--- src/rtl/sdram_read_sequencer.sv ---
// Splits one large SDRAM read into chunked go/done jobs for the Qsys read master and
// drains the master's show-ahead FIFO onto a valid/ready stream, counting and summing words.
module sdram_read_sequencer #(
   parameter int DATA_W         = 16,
   parameter int ADDR_W         = 32,
   parameter int CHUNK_WORDS    = 8,
   parameter int BYTES_PER_WORD = 2
) (
   input  logic              CLOCK_50,
   input  logic              reset,
   input  logic              start,
   input  logic              abort,
   input  logic [ADDR_W-1:0] base_addr,
   input  logic [ADDR_W-1:0] total_words,
   output logic              busy,
   output logic              done,
   output logic              aborted,
   output logic [ADDR_W-1:0] word_count,
   output logic [15:0]       checksum,
   output logic              ctl_fixed_location,
   output logic [ADDR_W-1:0] ctl_read_base,
   output logic [ADDR_W-1:0] ctl_read_length,
   output logic              ctl_go,
   input  logic              ctl_done,
   output logic              usr_read_buffer,
   input  logic [DATA_W-1:0] usr_buffer_output_data,
   input  logic              usr_data_available,
   output logic [DATA_W-1:0] out_data,
   output logic              out_valid,
   input  logic              out_ready
);

   typedef enum logic [2:0] {
      S_IDLE   = 3'd0,
      S_LAUNCH = 3'd1,
      S_ARM    = 3'd2,
      S_WAIT   = 3'd3,
      S_FINISH = 3'd4
   } state_t;

   localparam logic [ADDR_W-1:0] CHUNK_LIM = ADDR_W'(CHUNK_WORDS);
   localparam logic [ADDR_W-1:0] STRIDE    = ADDR_W'(BYTES_PER_WORD);
   localparam logic [ADDR_W-1:0] ZERO_A    = {ADDR_W{1'b0}};

   state_t            state_q, state_d;
   logic [ADDR_W-1:0] cur_addr_q, cur_addr_d;
   logic [ADDR_W-1:0] remaining_q, remaining_d;
   logic [ADDR_W-1:0] chunk_len_q, chunk_len_d;
   logic [ADDR_W-1:0] popped_q, popped_d;
   logic [ADDR_W-1:0] word_count_q, word_count_d;
   logic [ADDR_W-1:0] ctl_read_base_q, ctl_read_base_d;
   logic [ADDR_W-1:0] ctl_read_length_q, ctl_read_length_d;
   logic [15:0]       checksum_q, checksum_d;
   logic              busy_q, busy_d;
   logic              done_q, done_d;
   logic              aborted_q, aborted_d;
   logic              ctl_go_q, ctl_go_d;

   logic              streaming_s;
   logic              pop_s;
   logic              chunk_done_s;
   logic [ADDR_W-1:0] launch_len_s;
   logic [ADDR_W-1:0] remaining_after_s;

   // ARM exists only to skip the stale ctl_done the master shows while idle
   assign streaming_s       = (state_q == S_ARM) || (state_q == S_WAIT);
   assign out_data          = usr_buffer_output_data;
   assign out_valid         = streaming_s & usr_data_available;
   assign usr_read_buffer   = out_valid & out_ready;
   assign pop_s             = usr_read_buffer;
   assign chunk_done_s      = (state_q == S_WAIT) && ctl_done && (popped_q == chunk_len_q);
   assign launch_len_s      = (remaining_q < CHUNK_LIM) ? remaining_q : CHUNK_LIM;
   assign remaining_after_s = remaining_q - chunk_len_q;

   assign busy               = busy_q;
   assign done               = done_q;
   assign aborted            = aborted_q;
   assign word_count         = word_count_q;
   assign checksum           = checksum_q;
   assign ctl_fixed_location = 1'b0;
   assign ctl_read_base      = ctl_read_base_q;
   assign ctl_read_length    = ctl_read_length_q;
   assign ctl_go             = ctl_go_q;

   // State and datapath registers
   always_ff @(posedge CLOCK_50) begin
      if (reset) begin
         state_q           <= S_IDLE;
         cur_addr_q        <= ZERO_A;
         remaining_q       <= ZERO_A;
         chunk_len_q       <= ZERO_A;
         popped_q          <= ZERO_A;
         word_count_q      <= ZERO_A;
         ctl_read_base_q   <= ZERO_A;
         ctl_read_length_q <= ZERO_A;
         checksum_q        <= 16'h0000;
         busy_q            <= 1'b0;
         done_q            <= 1'b0;
         aborted_q         <= 1'b0;
         ctl_go_q          <= 1'b0;
      end else begin
         state_q           <= state_d;
         cur_addr_q        <= cur_addr_d;
         remaining_q       <= remaining_d;
         chunk_len_q       <= chunk_len_d;
         popped_q          <= popped_d;
         word_count_q      <= word_count_d;
         ctl_read_base_q   <= ctl_read_base_d;
         ctl_read_length_q <= ctl_read_length_d;
         checksum_q        <= checksum_d;
         busy_q            <= busy_d;
         done_q            <= done_d;
         aborted_q         <= aborted_d;
         ctl_go_q          <= ctl_go_d;
      end
   end

   // Next-state logic
   always_comb begin
      state_d = state_q;
      case (state_q)
         S_IDLE: begin
            if (start) begin
               if (total_words == ZERO_A) begin
                  state_d = S_FINISH;
               end else begin
                  state_d = S_LAUNCH;
               end
            end else begin
               state_d = S_IDLE;
            end
         end
         S_LAUNCH: state_d = S_ARM;
         S_ARM:    state_d = S_WAIT;
         S_WAIT: begin
            if (chunk_done_s) begin
               if ((remaining_after_s == ZERO_A) || abort) begin
                  state_d = S_FINISH;
               end else begin
                  state_d = S_LAUNCH;
               end
            end else begin
               state_d = S_WAIT;
            end
         end
         S_FINISH: state_d = S_IDLE;
         default:  state_d = S_IDLE;
      endcase
   end

   // Registered outputs and job bookkeeping
   always_comb begin
      cur_addr_d        = cur_addr_q;
      remaining_d       = remaining_q;
      chunk_len_d       = chunk_len_q;
      popped_d          = popped_q;
      word_count_d      = word_count_q;
      ctl_read_base_d   = ctl_read_base_q;
      ctl_read_length_d = ctl_read_length_q;
      checksum_d        = checksum_q;
      busy_d            = busy_q;
      aborted_d         = aborted_q;
      done_d            = 1'b0;
      ctl_go_d          = 1'b0;
      case (state_q)
         S_IDLE: begin
            if (start) begin
               cur_addr_d   = base_addr;
               remaining_d  = total_words;
               word_count_d = ZERO_A;
               checksum_d   = 16'h0000;
               aborted_d    = 1'b0;
               busy_d       = 1'b1;
            end else begin
               busy_d = 1'b0;
            end
         end
         S_LAUNCH: begin
            chunk_len_d       = launch_len_s;
            ctl_read_base_d   = cur_addr_q;
            ctl_read_length_d = launch_len_s * STRIDE;
            ctl_go_d          = 1'b1;
            popped_d          = ZERO_A;
         end
         S_ARM, S_WAIT: begin
            if (pop_s) begin
               popped_d     = popped_q + 32'(1);
               word_count_d = word_count_q + 32'(1);
               checksum_d   = checksum_q + 16'(usr_buffer_output_data);
            end else begin
               popped_d = popped_q;
            end
            // Abort is only honoured at a chunk boundary, never mid-chunk
            if (chunk_done_s) begin
               cur_addr_d  = cur_addr_q + chunk_len_q * STRIDE;
               remaining_d = remaining_after_s;
               aborted_d   = abort && (remaining_after_s != ZERO_A);
            end else begin
               remaining_d = remaining_q;
            end
         end
         S_FINISH: begin
            done_d = 1'b1;
            busy_d = 1'b0;
         end
         default: begin
            busy_d = 1'b0;
         end
      endcase
   end

endmodule

--- config.mk ---
export PLATFORM = sky130hd
export DESIGN_NAME = sdram_read_sequencer
export DESIGN_NICKNAME = d
export VERILOG_FILES = /design/src/rtl/sdram_read_sequencer.sv
export SDC_FILE = /design/constraint.sdc
export NUM_CORES = 1
export LEC_CHECK = 0
export CAP_MARGIN = 5
export CELL_PAD_IN_SITES_DETAIL_PLACEMENT = 1
export CELL_PAD_IN_SITES_GLOBAL_PLACEMENT = 2
export CORE_MARGIN = 3
export CORE_UTILIZATION = 34
export CTS_CLUSTER_SIZE = 30
export DETAILED_ROUTE_END_ITERATION = 16
export GPL_ROUTABILITY_DRIVEN = 1
export GPL_TIMING_DRIVEN = 0
export PLACE_DENSITY = 0.9
export SLEW_MARGIN = 25
export SYNTH_ARGS = -nofsm -noshare
export SYNTH_HDL_FRONTEND = slang
export SYNTH_SLANG_ARGS = --single-unit
--- constraint.sdc ---
create_clock -name CLOCK_50 -period 5.3 [get_ports CLOCK_50]
set_input_delay 0.53 -clock CLOCK_50 [delete_from_list [all_inputs] [get_ports CLOCK_50]]
set_output_delay 0.53 -clock CLOCK_50 [all_outputs]
set_load 0.02 [all_outputs]
==> results of run 1 <==
[worst reg2reg max path, delay by kind of cell (launching register included)]
kind	cells	cell delay, ns
fa+ha+maj	1	0.30
compound gates	3	0.78
buf+inv	2	0.47
flops	1	0.54
xor+xnor	1	0.27
simple gates	7	2.19
[kinds of logic after synthesis]
kind of cell | after synthesis | synth area share [%]
muxes | 4 | 0.3090
buffers and inverters | 174 | 6.750
adders and majority gates | 81 | 7.996
and+or+nand+nor | 677 | 24.10
other | 1 | 0.02894
AOI/OAI and AO/OA | 369 | 18.33
xor gates and xnor gates | 137 | 9.261
DFF | 215 | 33.22
[power by group]
part           switching, W  internal (W)  total, W
sequential        0.0000799       0.00170   0.00178
clock              0.000732       0.00116   0.00189
combinational      0.000843      0.000527   0.00137
total               0.00166       0.00339   0.00504
[cell usage in the layout (no fill, tap or decap), types with 7 or more instances in the layout]
cell type	n
buf_1	8
a21o_1	21
and3_1	26
ha_1	78
xor2_1	59
clkdlybuf4s50_1	219
nand2_1	227
o21a_1	7
clkbuf_1	61
clkbuf_16	27
a31oi_1	12
a21oi_1	132
buf_4	50
inv_1	51
nand4_1	29
nand2b_1	15
a311oi_1	41
dfxtp_1	215
o21ai_0	64
nor4_1	22
and2_1	9
o211ai_1	16
nor3_1	21
nand3_1	53
a211oi_1	24
nor2b_1	12
xnor2_1	78
nor2_1	212
or3_1	16
and4_1	9
[stage by stage]
step                      std cells  total power, W  hold slack (ns)  utilization [%]
after floorplan                1659        0.002686           0.4316                -
after global placement         2382        0.003131           0.4473            42.60
after detailed placement       2382        0.003167           0.4508            42.60
after CTS                      2430        0.005067           0.4596            45.07
final                          2432        0.005042           0.4576            45.08
after global routing           2432        0.005278           0.4798            45.08
[cell type report]
| type | count | area (um2) |
|---|---|---|
| inverter | 52 | 195.2 |
| tap | 504 | 630.6 |
| buffer | 122 | 679.4 |
| sequential | 215 | 4304 |
| clock inverter | 11 | 140.1 |
| clock buffer | 37 | 773.2 |
| antenna | 2 | 5.005 |
| multi-input combinational | 1270 | 7781 |
| fill | 4539 | 20350 |
| timing repair buffer | 219 | 2192 |
[worst paths after layout]
kind	cells after the start	to	start	slack, ns
hold / removal	2	ctl_read_base[15]	ctl_read_base[15]	0.46
setup / recovery	14	aborted	chunk_len_q[18]	0.60
setup reg to reg	14	aborted	chunk_len_q[18]	0.60
hold reg to reg	2	ctl_read_base[15]	ctl_read_base[15]	0.46
[metal layers]
metal  vias up  track usage [%]
li1       6275                -
met1      6364            31.45
met2       325            42.58
met3        75            2.702
met4         0            6.280
met5         -                0
[state kept, by name, indices dropped and copies added, names as in the netlist, 3 cells and up]
| name | cells |
|---|---|
| chunk_len_q | 32 |
| cur_addr_q | 32 |
| state_q | 3 |
| ctl_read_base | 32 |
| popped_q | 32 |
| remaining_q | 32 |
| word_count | 32 |
| checksum | 16 |
==> insert_results.sql, run 1 <==
INSERT INTO impl_metrics (metric_group, metric, value, unit) VALUES
('run_status', 'outcome', 'finished clean', ''),
('synthesis', 'ys_top_cells_by_count', 'nand2_1 (227), dfxtp_1 (215), nor2_1 (212), a21oi_1 (132)', ''),
('sta', 'finalCriticalPeriod', '4.695', 'ns'),
('setup_path', 'cp.buffers_inverters', '2', ''),
('grt', 'grt_pass1_wl', '78090', 'um'),
('cts', 'tritoncts', 'done', ''),
('sta', 'finalWorstSetupSlack', '0.6049', 'ns'),
('placed_design', 'detailedPlacementHpwl', '40570', 'um'),
('route', 'detailedRoute.firstIterationViolations', '704', ''),
('route', 'met2_wirelength', '24490', 'um'),
('floorplan', 'number_of_core_rows', '70', ''),
('placed_design', 'port_buffers', '219', ''),
('setup_path', 'path_delay_family', 'simple AND/OR/NAND/NOR gates', ''),
('synthesis', 'ys_seq_elements', '215', ''),
('setup_path', 'cp_data_required_time', '5.67', 'ns'),
('route', 'top_layer_used', 'met4', ''),
('floorplan', 'coreArea', '0.03705', 'mm2'),
('synthesis', 'post_synth_num_cell_types', '73', ''),
('grt', 'grt_max_degree', '13', ''),
('synthesis', 'netlist.area_leader.share', '33.22', '%'),
('synthesis', 'synth_sequential_area_ratio', '33.22', '%'),
('route', 'drt-vias-per-instance', '5.361', ''),
('route', 'drt-pass1-iter-count', '4', ''),
('final_layout', 'final_design_area_no_fill', '0.01670', 'mm2'),
('setup_path', 'timing.setup.critical_path_class', 'flop to flop', ''),
('cts', 'clkSinkCount', '215', ''),
('synthesis', 'share_of_synthesized_registers_carrying_an_async_set_or_reset', '0', '%'),
('grt', 'grt.overflow.total', '0', ''),
('synthesis', 'number_of_flops_mapped_to_enable_cells_by_yosys', '0', ''),
('setup_path', 'startpoint_type', 'flop', ''),
('placed_design', 'preCtsSetupSlack', '0.6450', 'ns'),
('final_layout', 'layout-drive-gt1-share', '6.075', '%'),
('floorplan', 'die_area', '0.04049', 'mm2'),
('sta', 'setup_viol', '0', ''),
('cts', 'cts-root-buf', 'clkbuf_16', ''),
('route', 'postRouteWirelength', '50760', 'um'),
('cts', 'cts_htree_levels', '1', ''),
('synthesis', 'post-synth-top-count-cell', 'nand2_1', ''),
('floorplan', 'die_y', '201.2', 'um'),
('sta', 'tightestPinTransition', '0.9745', 'ns'),
('cts', 'worst_setup_hold_path_clk_slew', '0.06', 'ns'),
('sta', 'relSlewSlack', '35.03', '%'),
('synthesis', 'most_area_hungry_cell_type_in_the_yosys_netlist', 'dfxtp_1', ''),
('synthesis', 'dominantRegCellSynth', 'dfxtp_1', ''),
('placed_design', 'globalplace.congestion', '0.9166', ''),
('floorplan', 'top_level_ports', '222', ''),
('hold_path', 'worstHoldPathType', 'flop to flop', ''),
('power_and_ir_drop', 'powerDensity', '301.9', 'mW/mm2'),
('cts', 'cts.repair.resized', '0', ''),
('route', 'routed-via-count', '13039', ''),
('setup_path', 'crit_path_max_fanout', '9', ''),
('grt', 'grt_usage', '24.15', '%'),
('synthesis', 'synth_cells', '1658', ''),
('synthesis', 'post_synth_instance_area', '0.01296', 'mm2'),
('floorplan', 'die_boundary_width', '201.2', 'um'),
('setup_path', 'arrival', '5.07', 'ns'),
('sta', 'rsz0062_at_grt', 'false', ''),
('cts', 'cts_buffers', '26', ''),
('final_layout', 'net_count_final', '2074', ''),
('final_layout', 'synthesis_to_layout_area_growth', '28.90', '%'),
('sta', 'slew_viol_final', '0', ''),
('route', 'm1WireLength', '22680', 'um'),
('cts', 'insertion_delay', '0.53', 'ns'),
('placed_design', 'placement.cell_area', '0.01578', 'mm2'),
('synthesis', 'synth_area_leaders', 'dfxtp_1 (33%), ha_1 (7.5%), nand2_1 (6.6%)', ''),
('cts', 'holdBufCountCts', '0', ''),
('flow_run', 'drv_cap', '0', ''),
('route', 'drcViolationCount', '0', ''),
('route', 'antenna_violating_nets_post_route', '0', ''),
('cts', 'post_cts_buffers', '0', ''),
('power_and_ir_drop', 'vdd_ir_max', '0.0001794', 'V');
(Power assumes the default switching activity.)
==> inputs of run 2 (changes only) <==
- CTS_CLUSTER_DIAMETER: unset -> 100
==> run 2 against run 1 <==
Compared with the run above:
- register-to-register slack worse by 0.03 ns
- via count down 0.38%
- worst setup slack worse by 0.028 ns
- critical endpoint unchanged
==> insert_results.sql, run 2 (synthesis gave the netlist of run 1 again) <==
INSERT INTO impl_metrics (metric_group, metric, value, unit) VALUES
('run_status', 'outcome', 'finished clean', ''),
('power_and_ir_drop', 'power.total', '0.004311', 'W'),
('power_and_ir_drop', 'p_leak', '6.165', 'nW'),
('power_and_ir_drop', 'vdd_ir_max', '0.0001690', 'V'),
('final_layout', 'final_design_area_no_fill', '0.01622', 'mm2'),
('cts', 'tritoncts', 'done', ''),
('setup_path', 'cp_data_required_time', '5.66', 'ns'),
('setup_path', 'most_common_cell_on_crit_path', 'nand4_1', ''),
('cts', 'clkSinkCount', '215', ''),
('final_layout', 'layout-drive-gt1-share', '4.897', '%'),
('cts', 'insertion_delay', '0.51', 'ns'),
('cts', 'post_cts_buffers', '0', ''),
('route', 'drcViolationCount', '0', ''),
('floorplan', 'top_level_ports', '222', ''),
('setup_path', 'crit_path_max_fanout', '9', ''),
('grt', 'grt_antenna_before_repair', '2', ''),
('power_and_ir_drop', 'p_switching', '0.001591', 'W'),
('final_layout', 'synthesis_to_layout_area_growth', '25.18', '%'),
('route', 'drt-pass1-iter-count', '5', ''),
('grt', 'grt.overflow.total', '0', ''),
('setup_path', 'reg2reg_from', 'chunk_len_q[18]', ''),
('setup_path', 'critical-path-slowest-cell', 'dfxtp_1', ''),
('setup_path', 'path_delay_family', 'simple AND/OR/NAND/NOR gates', ''),
('floorplan', 'number_of_core_rows', '70', ''),
('placed_design', 'port_buffers', '219', ''),
('hold_path', 'hold_path_startpoint', 'ctl_read_base[8]', ''),
('hold_path', 'worstHoldPathType', 'flop to flop', ''),
('setup_path', 'cp.buffers_inverters', '2', ''),
('final_layout', 'commonest_non_fill_non_tap_cell_in_the_layout', 'nand2_1', ''),
('power_and_ir_drop', 'comb_pwr_share', '31.8', '%'),
('floorplan', 'start_util', '34.97', '%'),
('power_and_ir_drop', 'sequentialPowerShare', '41.2', '%'),
('sta', 'rsz0062_at_grt', 'false', ''),
('sta', 'final.setup_skew', '0.03467', 'ns'),
('route', 'detailedRoute.firstIterationViolations', '801', ''),
('final_layout', 'most-common-layout-cells', 'nand2_1 (227), clkdlybuf4s50_1 (219), dfxtp_1 (215)', ''),
('setup_path', 'timing.setup.critical_path_class', 'flop to flop', ''),
('setup_path', 'worst_setup_path_startpoint', 'chunk_len_q[18]', ''),
('grt', 'grt_max_degree', '31', ''),
('grt', 'grt_pass1_wl', '77380', 'um'),
('setup_path', 'critPathMaxStageDelay', '0.59', 'ns'),
('setup_path', 'crit_path_end_kind', 'flop', ''),
('placed_design', 'globalplace.congestion', '0.9166', ''),
('route', 'antenna_violating_nets_post_route', '0', ''),
('flow_run', 'drv_cap', '0', ''),
('sta', 'slew_viol_final', '0', ''),
('setup_path', 'timing.critical_path.cells', 'inv_1, ha_1, clkbuf_1, nand4_1, or4_1, a31o_1, and4b_1, o31ai_1, xnor2_1, nand4_1, nor4_1, nor4b_2, nand3b_1, a21oi_1', ''),
('cts', 'holdBufCountCts', '0', ''),
('setup_path', 'startpoint_type', 'flop', ''),
('sta', 'fin_setup_tns', '0', 'ns'),
('floorplan', 'die_boundary_width', '201.2', 'um'),
('route', 'postRouteWirelength', '50410', 'um'),
('route', 'drt-vias-per-instance', '5.401', ''),
('power_and_ir_drop', 'internal_power', '0.002720', 'W'),
('grt', 'grt_usage', '23.95', '%'),
('floorplan', 'die_y', '201.2', 'um'),
('floorplan', 'coreArea', '0.03705', 'mm2'),
('sta', 'relSlewSlack', '33.88', '%'),
('cts', 'cts.repair.resized', '0', ''),
('final_layout', 'net_count_final', '2061', ''),
('power_and_ir_drop', 'powerDensity', '265.8', 'mW/mm2'),
('cts', 'clk_path_buf_depth', '3', ''),
('route', 'detail_route.wl_per_cell', '20.96', 'um'),
('power_and_ir_drop', 'netSwitchingFraction', '36.91', '%'),
('sta', 'setup_viol', '0', ''),
('placed_design', 'placement.cell_area', '0.01578', 'mm2'),
('sta', 'finalCriticalPeriod', '4.723', 'ns'),
('setup_path', 'arrival', '5.08', 'ns'),
('sta', 'finalHoldViolations', '0', ''),
('grt', 'first_global_vias', '13262', ''),
('route', 'routed-via-count', '12989', ''),
('sta', 'tightestPinTransition', '0.9919', 'ns'),
('floorplan', 'die_area', '0.04049', 'mm2'),
('power_and_ir_drop', 'clock_power_share', '27.0', '%'),
('cts', 'cts_buffers', '13', ''),
('cts', 'worst_setup_hold_path_clk_slew', '0.12', 'ns'),
('placed_design', 'detailedPlacementHpwl', '40570', 'um'),
('sta', 'fmax', '0.2117', 'GHz'),
('cts', 'cts_htree_levels', '1', ''),
('cts', 'cts-root-buf', 'clkbuf_16', ''),
('sta', 'fin_crit_sh', '89.12', '%');
run 2: cell count changes in the layout (fill, tap and decap cells not counted), sizes merged:
cell / previous run / this run
bufinv: 3 / 0
clkinvlp: 1 / 0
inv: 52 / 57
clkbuf: 94 / 71
clkinv: 7 / 2
run 2: tightest hold or removal path: stages (launching register included):
cell	delay [ns]
dfxtp_1	0.32
nand2_1	0.05
a21oi_1	0.05
run 2: final cells by class:
cell class,count,area [um2]
Sequential cell,215,4304
Buffer,122,679.4
Inverter,52,195.2
Clock buffer,14,329.1
Multi-Input combinational cell,1270,7781
Antenna cell,2,5.005
Tap cell,504,630.6
Timing Repair Buffer,219,2192
Clock inverter,7,101.3
Fill cell,4556,20830
run 2: routing by layer:
layer	vias to the layer above	routed length [um]	global-route usage [%]
li1	6246	-	-
met1	6365	22330	31.39
met3	67	2463	2.459
met5	-	0	0
met2	311	24390	42.05
met4	0	1224	6.454
run 2: power groups by stage:
stage	registers, W	clock network (W)	logic (W)
2_1_floorplan	0.00180	0	0.000887
3_3_place_gp	0.00181	0	0.00132
3_5_place_dp	0.00181	0	0.00136
4_1_cts	0.00178	0.00119	0.00136
5_1_grt	0.00179	0.00125	0.00150
6_report	0.00178	0.00116	0.00137
run 2: path summary, 6_finish.rpt:
path | end | slack [ns] | cells after the start
max | aborted | 0.58 | 14
min | ctl_read_base[8] | 0.47 | 2
max reg2reg | aborted | 0.58 | 14
min reg2reg | ctl_read_base[8] | 0.47 | 2
run 2: metrics by stage:
stage	util, %	instances	setup WS (ns)	hold slack [ns]
floorplan	-	1659	1.923	0.4316
global placement	42.60	2382	0.6911	0.4473
detailed placement	42.60	2382	0.6450	0.4508
CTS	43.76	2403	0.6060	0.4673
global route	43.78	2405	0.3160	0.4883
finish	43.78	2405	0.5766	0.4656
